==> config.mk <==
export PLATFORM = sky130hd
export DESIGN_NAME = wavelet_sched_flat
export DESIGN_NICKNAME = d
export VERILOG_FILES = /design/src/rtl/wavelet_sched_if.sv /design/src/rtl/wavelet_sched.sv /design/src/flat_wrapper.sv
export SDC_FILE = /design/constraint.sdc
export NUM_CORES = 1
export LEC_CHECK = 0
export BUFFER_PORTS_ARGS = -buffer_cell sky130_fd_sc_hd__buf_2
export CAP_MARGIN = 40
export CORE_AREA = 8 8 132 134
export DETAILED_ROUTE_END_ITERATION = 8
export DIE_AREA = 0 0 140 142
export PLACE_DENSITY = 0.6
export SYNTH_ARGS = -nofsm -noshare
export SYNTH_HDL_FRONTEND = slang
export SYNTH_SLANG_ARGS = --single-unit
==> constraint.sdc <==
create_clock -name clk -period 6.6 [get_ports clk]
set_input_delay 1.32 -clock clk [delete_from_list [all_inputs] [get_ports clk]]
set_output_delay 1.32 -clock clk [all_outputs]
set_load 0.005 [all_outputs]
==> src/rtl/wavelet_sched_if.sv <==
// Bundle of the wavelet_sched handshakes: sample input, coefficient-table
// lookup, and the serialized filter-result output plus the busy flag.
// The sequencer attaches through the master modport, its environment through slave.
interface wavelet_sched_if #(
    parameter int BITS_PER_ELEM = 8,
    parameter int NUM_ELEM      = 7,
    parameter int NUM_FILTERS   = 4
);
    localparam int ACC_W = 2*BITS_PER_ELEM + $clog2(NUM_ELEM);
    localparam int FW    = (NUM_FILTERS > 1) ? $clog2(NUM_FILTERS) : 1;
    localparam int KW    = $clog2(NUM_ELEM);

    logic [BITS_PER_ELEM-1:0] sample_in;
    logic                     sample_valid;
    logic                     sample_ready;
    logic [FW-1:0]            coef_filt;
    logic [KW-1:0]            coef_idx;
    logic [BITS_PER_ELEM-1:0] coef_data;
    logic [ACC_W-1:0]         out_data;
    logic [FW-1:0]            out_filt;
    logic                     out_valid;
    logic                     out_ready;
    logic                     busy;

    modport master (
        input  sample_in, sample_valid, coef_data, out_ready,
        output sample_ready, coef_filt, coef_idx, out_data, out_filt, out_valid, busy
    );

    modport slave (
        output sample_in, sample_valid, coef_data, out_ready,
        input  sample_ready, coef_filt, coef_idx, out_data, out_filt, out_valid, busy
    );
endinterface

==> src/rtl/wavelet_sched.sv <==
// Wavelet filter-bank sequencer: keeps a NUM_ELEM-tap sample window and runs
// one shared MAC over NUM_FILTERS coefficient sets per accepted sample,
// emitting each filter sum with its filter id under valid/ready.
// Optional build macro WAVELET_SCHED_DECIM_EN: decimate by 2 (sweep only on
// every second accepted sample).
module wavelet_sched #(
    parameter int BITS_PER_ELEM = 8,
    parameter int NUM_ELEM      = 7,
    parameter int NUM_FILTERS   = 4
) (
    input  logic           clk,
    input  logic           rst_n,
    wavelet_sched_if.master bus
);
    localparam int ACC_W = 2*BITS_PER_ELEM + $clog2(NUM_ELEM);
    localparam int FW    = (NUM_FILTERS > 1) ? $clog2(NUM_FILTERS) : 1;
    localparam int KW    = $clog2(NUM_ELEM);
    localparam int PW    = 2*BITS_PER_ELEM;

    typedef enum logic [1:0] {IDLE, MAC, OUT} state_t;

    state_t                   state;
    logic [BITS_PER_ELEM-1:0] win [NUM_ELEM];
    logic [ACC_W-1:0]         acc;
    logic [FW-1:0]            f;
    logic [FW-1:0]            cf;
    logic [KW-1:0]            k;
    logic                     ov;
    logic [PW-1:0]            prod;
    logic                     start;
`ifdef WAVELET_SCHED_DECIM_EN
    logic                     phase;
`endif

    // Full-width unsigned product of the addressed coefficient and tap.
    assign prod = {{BITS_PER_ELEM{1'b0}}, bus.coef_data} * {{BITS_PER_ELEM{1'b0}}, win[k]};

    // An accepted sample starts a sweep unless decimation skips this phase.
`ifdef WAVELET_SCHED_DECIM_EN
    assign start = phase;
`else
    assign start = 1'b1;
`endif

    // Sequencer FSM: window shift, MAC accumulation, and result hand-off.
    always_ff @(posedge clk or negedge rst_n) begin
        if (!rst_n) begin
            state <= IDLE;
            for (int i = 0; i < NUM_ELEM; i++) win[i] <= '0;
            acc   <= '0;
            f     <= '0;
            cf    <= '0;
            k     <= '0;
            ov    <= 1'b0;
`ifdef WAVELET_SCHED_DECIM_EN
            phase <= 1'b0;
`endif
        end else begin
            case (state)
                IDLE: begin
                    if (bus.sample_valid) begin
                        win[0] <= bus.sample_in;
                        for (int i = 1; i < NUM_ELEM; i++) win[i] <= win[i-1];
`ifdef WAVELET_SCHED_DECIM_EN
                        phase <= ~phase;
`endif
                        if (start) begin
                            f     <= '0;
                            cf    <= '0;
                            k     <= '0;
                            state <= MAC;
                        end
                    end
                end
                MAC: begin
                    if (k == '0) acc <= {{(ACC_W-PW){1'b0}}, prod};
                    else         acc <= acc + {{(ACC_W-PW){1'b0}}, prod};
                    if (k == KW'(NUM_ELEM-1)) begin
                        state <= OUT;
                        ov    <= 1'b1;
                    end else begin
                        k <= k + 1'b1;
                    end
                end
                OUT: begin
                    if (bus.out_ready) begin
                        ov <= 1'b0;
                        if (f == FW'(NUM_FILTERS-1)) begin
                            f     <= '0;
                            state <= IDLE;
                        end else begin
                            f     <= f + 1'b1;
                            cf    <= f + 1'b1;
                            k     <= '0;
                            state <= MAC;
                        end
                    end
                end
                default: state <= IDLE;
            endcase
        end
    end

    // The coefficient index tracks k directly; k only moves while a sweep runs.
    assign bus.coef_filt    = cf;
    assign bus.coef_idx     = k;
    assign bus.out_data     = acc;
    assign bus.out_filt     = f;
    assign bus.out_valid    = ov;
    assign bus.sample_ready = (state == IDLE);
    assign bus.busy         = (state != IDLE);

endmodule

==> src/flat_wrapper.sv <==
// flat-port wrapper written by rule: the top's interface ports become plain ports
module wavelet_sched_flat 
#(
    parameter int BITS_PER_ELEM = 8,
    parameter int NUM_ELEM      = 7,
    parameter int NUM_FILTERS   = 4
)
  (clk, rst_n, bus_sample_in, bus_sample_valid, bus_coef_data, bus_out_ready, bus_sample_ready, bus_coef_filt, bus_coef_idx, bus_out_data, bus_out_filt, bus_out_valid, bus_busy);
  wavelet_sched_if #(.BITS_PER_ELEM(BITS_PER_ELEM), .NUM_ELEM(NUM_ELEM), .NUM_FILTERS(NUM_FILTERS)) bus_i ();
  input  logic clk;
  input  logic rst_n;
  input wire logic [$bits(bus_i.sample_in)-1:0] bus_sample_in;
  input wire logic [$bits(bus_i.sample_valid)-1:0] bus_sample_valid;
  input wire logic [$bits(bus_i.coef_data)-1:0] bus_coef_data;
  input wire logic [$bits(bus_i.out_ready)-1:0] bus_out_ready;
  output wire logic [$bits(bus_i.sample_ready)-1:0] bus_sample_ready;
  output wire logic [$bits(bus_i.coef_filt)-1:0] bus_coef_filt;
  output wire logic [$bits(bus_i.coef_idx)-1:0] bus_coef_idx;
  output wire logic [$bits(bus_i.out_data)-1:0] bus_out_data;
  output wire logic [$bits(bus_i.out_filt)-1:0] bus_out_filt;
  output wire logic [$bits(bus_i.out_valid)-1:0] bus_out_valid;
  output wire logic [$bits(bus_i.busy)-1:0] bus_busy;
  assign bus_i.sample_in = bus_sample_in;
  assign bus_i.sample_valid = bus_sample_valid;
  assign bus_i.coef_data = bus_coef_data;
  assign bus_i.out_ready = bus_out_ready;
  assign bus_sample_ready = bus_i.sample_ready;
  assign bus_coef_filt = bus_i.coef_filt;
  assign bus_coef_idx = bus_i.coef_idx;
  assign bus_out_data = bus_i.out_data;
  assign bus_out_filt = bus_i.out_filt;
  assign bus_out_valid = bus_i.out_valid;
  assign bus_busy = bus_i.busy;
  wavelet_sched #(.BITS_PER_ELEM(BITS_PER_ELEM), .NUM_ELEM(NUM_ELEM), .NUM_FILTERS(NUM_FILTERS)) u_core (.clk(clk), .rst_n(rst_n), .bus(bus_i));
endmodule
==> results of run 1 <==
[flip-flops by register name (all words and copies together), names as in the netlist]
signal	cells
u_core.bus.out_valid	1
u_core.bus.coef_filt	2
u_core.bus.out_data	19
u_core.state	2
u_core.bus.out_filt	2
u_core.bus.coef_idx	3
u_core.win	56
[layout make-up]
type / count / area, um2
multi-input cells: 484 / 4510
fillers: 1368 / 7280
flip-flops and latches: 85 / 2130
clock inverters: 7 / 67.6
clock buffers: 9 / 225
well taps: 192 / 240
inverters: 64 / 240
repair buffers: 108 / 733
[placed cells by master, fill, tap and decap left out, types with 3 or more instances in the layout]
cell,count
nand2b_1,12
a211oi_2,3
mux4_2,8
nor2_1,26
clkbuf_16,9
o21ai_4,5
nor3_2,3
o21ai_0,18
a21oi_1,27
nor2b_1,55
inv_6,3
inv_1,59
nand3_1,10
o21ai_1,8
buf_2,47
o21ai_2,5
nand2_1,47
ha_1,55
mux2_2,61
dfrtp_1,84
mux2_1,4
a22oi_1,4
fa_1,36
o22ai_1,3
buf_4,57
a221o_1,10
xnor2_1,13
a31oi_1,7
inv_2,5
xor2_1,7
o211ai_1,3
a21oi_2,4
[repair_timing]
item | in CTS | in global routing
buffers inserted | 0 | 8
pin swaps | 0 | 21
hold endpoints to repair | 0 | 0
resized for setup | 6 | 45
setup endpoints to repair | 2 | 8
[worst register-to-register path: stages, from the launching register on]
cell and delay [ns]:
dfrtp_2 0.46, buf_4 0.14, mux2_2 0.31, a221o_1 0.31
o21ai_2 0.08, buf_4 0.17, nor2b_1 0.06, fa_1 0.50
fa_1 0.52, fa_1 0.55, inv_1 0.06, fa_1 0.53
inv_1 0.04, ha_1 0.27, a21oi_1 0.16, o21ai_0 0.15
a211oi_2 0.22, buf_4 0.16, xnor2_1 0.09, ha_2 0.42
a21oi_2 0.09, and2_1 0.17, a22oi_2 0.24, a31oi_4 0.14
or4_4 0.43, nand3_2 0.08
[per-layer routing]
| metal | track usage | vias up | share of wire |
|---|---|---|---|
| met2 | 0.270 | 65 | 0.51 |
| met5 | 0 | - | 0 |
| met3 | 0.0258 | 14 | 0.027 |
| met4 | 0.0583 | 0 | 0.017 |
| li1 | - | 2444 | - |
| met1 | 0.190 | 2524 | 0.44 |
[worst min-delay path by stage]
stage	start	cells after the start	slack, ns	end
after global placement	u_core.win[0]$_DFFE_PN0P_	1	0.48	u_core.win[0]$_DFFE_PN0P_
after CTS	u_core.win[0]$_DFFE_PN0P_	1	0.51	u_core.win[0]$_DFFE_PN0P_
final	u_core.win[0]$_DFFE_PN0P_	1	0.51	u_core.win[0]$_DFFE_PN0P_
after detailed placement	u_core.win[0]$_DFFE_PN0P_	1	0.49	u_core.win[0]$_DFFE_PN0P_
after floorplan	u_core.win[55]$_DFFE_PN0P_	1	0.47	u_core.win[55]$_DFFE_PN0P_
after global routing	u_core.win[2]$_DFFE_PN0P_	1	0.52	u_core.win[2]$_DFFE_PN0P_
[cell families (layout without fill, tap and decap cells)]
kind of cell	after synthesis	after routing	share of synthesized area
and+or+nand+nor	178	178	0.138
muxes	74	74	0.137
DFF	85	85	0.317
xor gates and xnor gates	22	22	0.0287
AOI/OAI and AO/OA	115	115	0.111
adders and majority gates	95	95	0.218
buffers and inverters	83	188	0.0500
[metrics by stage]
step	worst slack, ns	area [um2]	utilization
global route	-0.0523	8140	0.528
floorplan	0.0560	6740	-
CTS	0.0372	7870	0.510
global placement	-0.150	7510	0.487
detailed placement	-0.242	7550	0.489
finish	0.203	8140	0.528
==> flow_metrics.py, run 1 <==
metrics = {
    "critical_path": {
        "critPathBufInv": 5,
        "startpoint_type": "register",
        "cp.required_ns": 6.89,
        "critPathSlowestCell": "fa_1",
        "r2r-end": "u_core.bus.out_data[18]$_DFFE_PN0P_",
        "cp_top_family": "adder cells",
        "worstPathArrival_ns": 6.68,
        "r2r_start": "u_core.bus.coef_idx[1]$_DFFE_PN0P_",
        "ff2ff_path_depth": 25,
        "cp-startpoint": "u_core.bus.coef_idx[1]$_DFFE_PN0P_",
        "crit_cells": 25,
        "max_stage_delay_ns": 0.55,
        "cpMostUsedCell": "fa_1",
        "path_max_fanout": 8,
        "critPathKind": "register to register",
        "endpoint_kind": "register",
        "crit_end": "u_core.bus.out_data[18]$_DFFE_PN0P_",
        "r2r_setup_slack_ns": 0.20,
    },
    "synthesis": {
        "ys_seq_area_frac": 0.317,
        "synthArstFlopShare": 1.00,
        "yosysUniqueCellTypes": 52,
        "synth_top_area_cell": "dfrtp_1",
        "syn_inst": 652,
        "synth_edf_count": 0,
        "avgSynthCellArea_um2": 10.3,
        "ys_top_cells_by_count": "dfrtp_1, inv_1, mux2_2",
        "yosysWarnings": 0,
        "synth_area_leaders": "dfrtp_1, fa_1, ha_1, mux2_2, nor2b_1",
        "syn-num-nets": 767,
        "syn_area_um2": 6710,
        "yosys_register_bits": 85,
        "yosys_most_used_dff": "dfrtp_1",
        "yosysMostFrequentCell": "dfrtp_1",
        "synth_top_area_frac": 0.317,
    },
    "min_path": {
        "hold_path_class": "register to register",
    },
    "global_routing": {
        "grt.total_usage": 0.155,
        "antenna_found_initial": 0,
        "grt_pass1_wl_mm": 25.0,
        "grt_start_max_net_pins": 67,
        "grt_overflow_total": 0,
        "grt_pass1_vias": 5127,
    },
    "outcome": {
        "outcome": "complete, no violations",
    },
    "sta": {
        "clock_skew_ns": 0.00937,
        "tns_ns": 0,
        "fmax_mhz": 156,
        "slew_viol_final": 0,
        "period_needed_ns": 6.40,
        "maxSlewHeadroom": 0.450,
        "finalHoldViolCount": 0,
        "setup_violations": 0,
        "fin_hold_ws_ns": 0.507,
        "worst_pin_slew_ns": 0.822,
        "min_period_over_period": 0.969,
    },
    "floorplan": {
        "fp-row-count": 46,
        "die_area_um2": 19900,
        "start_util": 0.435,
        "dieWidth_um": 140,
        "die_height_um": 142,
        "pin_count": 49,
        "core_um2": 15400,
    },
    "clock_network": {
        "path_clk_slew_ns": 0.07,
        "clk_latency_ns": 0.35,
        "htree_num_levels": 3,
        "cts_num_sinks": 85,
        "ctsLongestPathBuffers": 2,
        "cts_made_buffers": 9,
        "hold_buffers": 0,
        "cts_tree": "built",
        "root_buffer": "clkbuf_16",
    },
    "final_layout": {
        "final_cell_count_no_fill": 949,
        "fin_nets": 867,
        "area_growth_pct": 21.3,
        "antenna_cells": 0,
        "drive_gt1_frac": 0.329,
    },
    "routing": {
        "via_per_inst": 5.32,
        "vias": 5047,
        "routed_wl_mm": 15.2,
        "drt_iter0_drc": 216,
        "postRouteAntennaNets": 0,
        "drtPass1Iterations": 4,
        "wl_per_cell_um": 16.0,
        "drc_errors": 0,
    },
    "placed_design": {
        "dp_hpwl_mm": 11.7,
        "place_congestion": 0.844,
        "placedCellCount": 925,
        "numPortBuffers": 48,
    },
    "flow_run": {
        "drv_cap": 0,
    },
}
Power of run 1 is left out: the tool's default activity adds up to more than one toggle a clock period on the data nets, which glitch-free logic cannot reach.
==> inputs of run 2 (changes only) <==
- BUFFER_PORTS_ARGS: -buffer_cell sky130_fd_sc_hd__buf_2 -> unset
- DONT_BUFFER_PORTS: unset -> 1
- PLACE_DENSITY: 0.6 -> 0.57
==> run 2 against run 1 <==
Final area decreased by 5.2%. Hold slack got worse by 0.0028 ns. Global-route usage shrank 0.19 points. Fmax is 0.39% lower. Count of clock-buffer cells in the layout grew 1. Sequential cell count stayed put. Routed wire length shrank 2.2%. Via count down 3.9%. Die area did not move. Clock skew shrank 0.0022 ns. Cell count down 6.8%. Critical path depth rose by 2.
==> flow_metrics.py, run 2 (synthesized netlist as in run 1, its figures left out) <==
metrics = {
    "global_routing": {
        "grt.total_usage": 0.153,
        "grt_overflow_total": 0,
        "grt_pass1_vias": 4910,
        "grt_start_max_net_pins": 86,
        "grt_pass1_wl_mm": 24.5,
        "antenna_found_initial": 0,
    },
    "sta": {
        "setup_violations": 0,
        "maxSlewHeadroom": 0.445,
        "worst_pin_slew_ns": 0.829,
        "slew_viol_final": 0,
        "period_needed_ns": 6.42,
        "fmax_mhz": 156,
        "finalHoldViolCount": 0,
        "min_period_over_period": 0.973,
        "clock_skew_ns": 0.00717,
    },
    "critical_path": {
        "critPathSlowestCell": "fa_1",
        "cp_top_family": "adder cells",
        "worstPathArrival_ns": 6.71,
        "endpoint_kind": "register",
        "cp.required_ns": 6.89,
        "critPathBufInv": 5,
        "startpoint_type": "register",
        "critPathKind": "register to register",
        "path_max_fanout": 7,
        "cpMostUsedCell": "fa_1",
        "max_stage_delay_ns": 0.54,
    },
    "placed_design": {
        "dp_hpwl_mm": 11.1,
        "place_congestion": 0.865,
        "numPortBuffers": 0,
        "placed_area_um2": 7130,
    },
    "clock_network": {
        "htree_num_levels": 3,
        "cts_tree": "built",
        "clk_latency_ns": 0.35,
        "ctsLongestPathBuffers": 2,
        "path_clk_slew_ns": 0.07,
        "cts_made_buffers": 9,
        "root_buffer": "clkbuf_16",
        "cts_num_sinks": 85,
        "hold_buffers": 0,
    },
    "floorplan": {
        "die_height_um": 142,
        "die_area_um2": 19900,
        "fp-row-count": 46,
        "dieWidth_um": 140,
        "pin_count": 49,
        "core_um2": 15400,
        "start_util": 0.435,
    },
    "routing": {
        "via_per_inst": 5.49,
        "postRouteAntennaNets": 0,
        "drc_errors": 0,
        "drt_iter0_drc": 243,
        "wl_per_cell_um": 16.8,
        "vias": 4851,
        "drtPass1Iterations": 4,
        "routed_wl_mm": 14.9,
    },
    "flow_run": {
        "drv_cap": 0,
    },
    "final_layout": {
        "mostFrequentLayoutCells": "dfrtp_1, inv_1, mux2_2",
        "fin_nets": 802,
        "antenna_cells": 0,
        "top_register": "u_core.win",
        "layout_commonest_cell": "dfrtp_1",
        "area_growth_pct": 14.9,
        "largest_register_ffs": 56,
        "fillers": 1421,
        "design_area_um2": 7720,
        "drive_gt1_frac": 0.251,
    },
    "min_path": {
        "hold_path_class": "register to register",
    },
    "outcome": {
        "outcome": "complete, no violations",
    },
}
-- run 2: final timing paths --
kind                                                     from                                  end  slack [ns]  cells after the start
min                                 u_core.win[5]$_DFFE_PN0P_            u_core.win[5]$_DFFE_PN0P_        0.50                      1
min in group asynchronous                               rst_n   u_core.bus.out_data[6]$_DFFE_PN0P_        0.66                      0
max in group asynchronous                               rst_n   u_core.bus.coef_idx[1]$_DFFE_PN0P_        5.71                      0
max reg2reg                u_core.bus.coef_idx[1]$_DFFE_PN0P_  u_core.bus.out_data[18]$_DFFE_PN0P_        0.18                     27
min reg2reg                         u_core.win[5]$_DFFE_PN0P_            u_core.win[5]$_DFFE_PN0P_        0.50                      1
max                        u_core.bus.coef_idx[1]$_DFFE_PN0P_  u_core.bus.out_data[18]$_DFFE_PN0P_        0.18                     27
-- run 2: per-layer routing --
metal  GRT usage  up-vias  wire, um
li1            -     2310         -
met1       0.189     2453      6520
met5           0        -         0
met4      0.0486        0       268
met2       0.264       72      7590
met3      0.0335       16       475
-- run 2: area by class of cell --
class | instances | area [um2] | area share
Clock buffer | 10 | 229 | 0.0297
Clock inverter | 6 | 62.6 | 0.00811
Inverter | 64 | 240 | 0.0311
Multi-Input combinational cell | 484 | 4480 | 0.580
Sequential cell | 85 | 2130 | 0.276
Tap cell | 192 | 240 | 0.0311
Timing Repair Buffer | 43 | 338 | 0.0438
-- run 2: through the flow --
stage                     setup WS [ns]  cells  hold WS (ns)  setup TNS (ns)  utilization
after global routing            -0.0465    884         0.510          -0.134        0.500
after floorplan                  0.0560    652         0.470               0            -
after detailed placement         -0.118    858         0.490          -0.178        0.462
final                             0.178    884         0.504               0        0.500
after CTS                       0.00320    875         0.507               0        0.482
after global placement          0.00551    857         0.484               0        0.462
-- run 2: what timing repair did --
item,4_1_cts,5_1_grt
gates cloned,0,0
gates resized for setup,3,41
pin swaps,0,21
setup endpoints to repair,3,9
endpoints found under the hold margin,0,0
setup buffers,1,9
Power of run 2 is left out for the same reason.
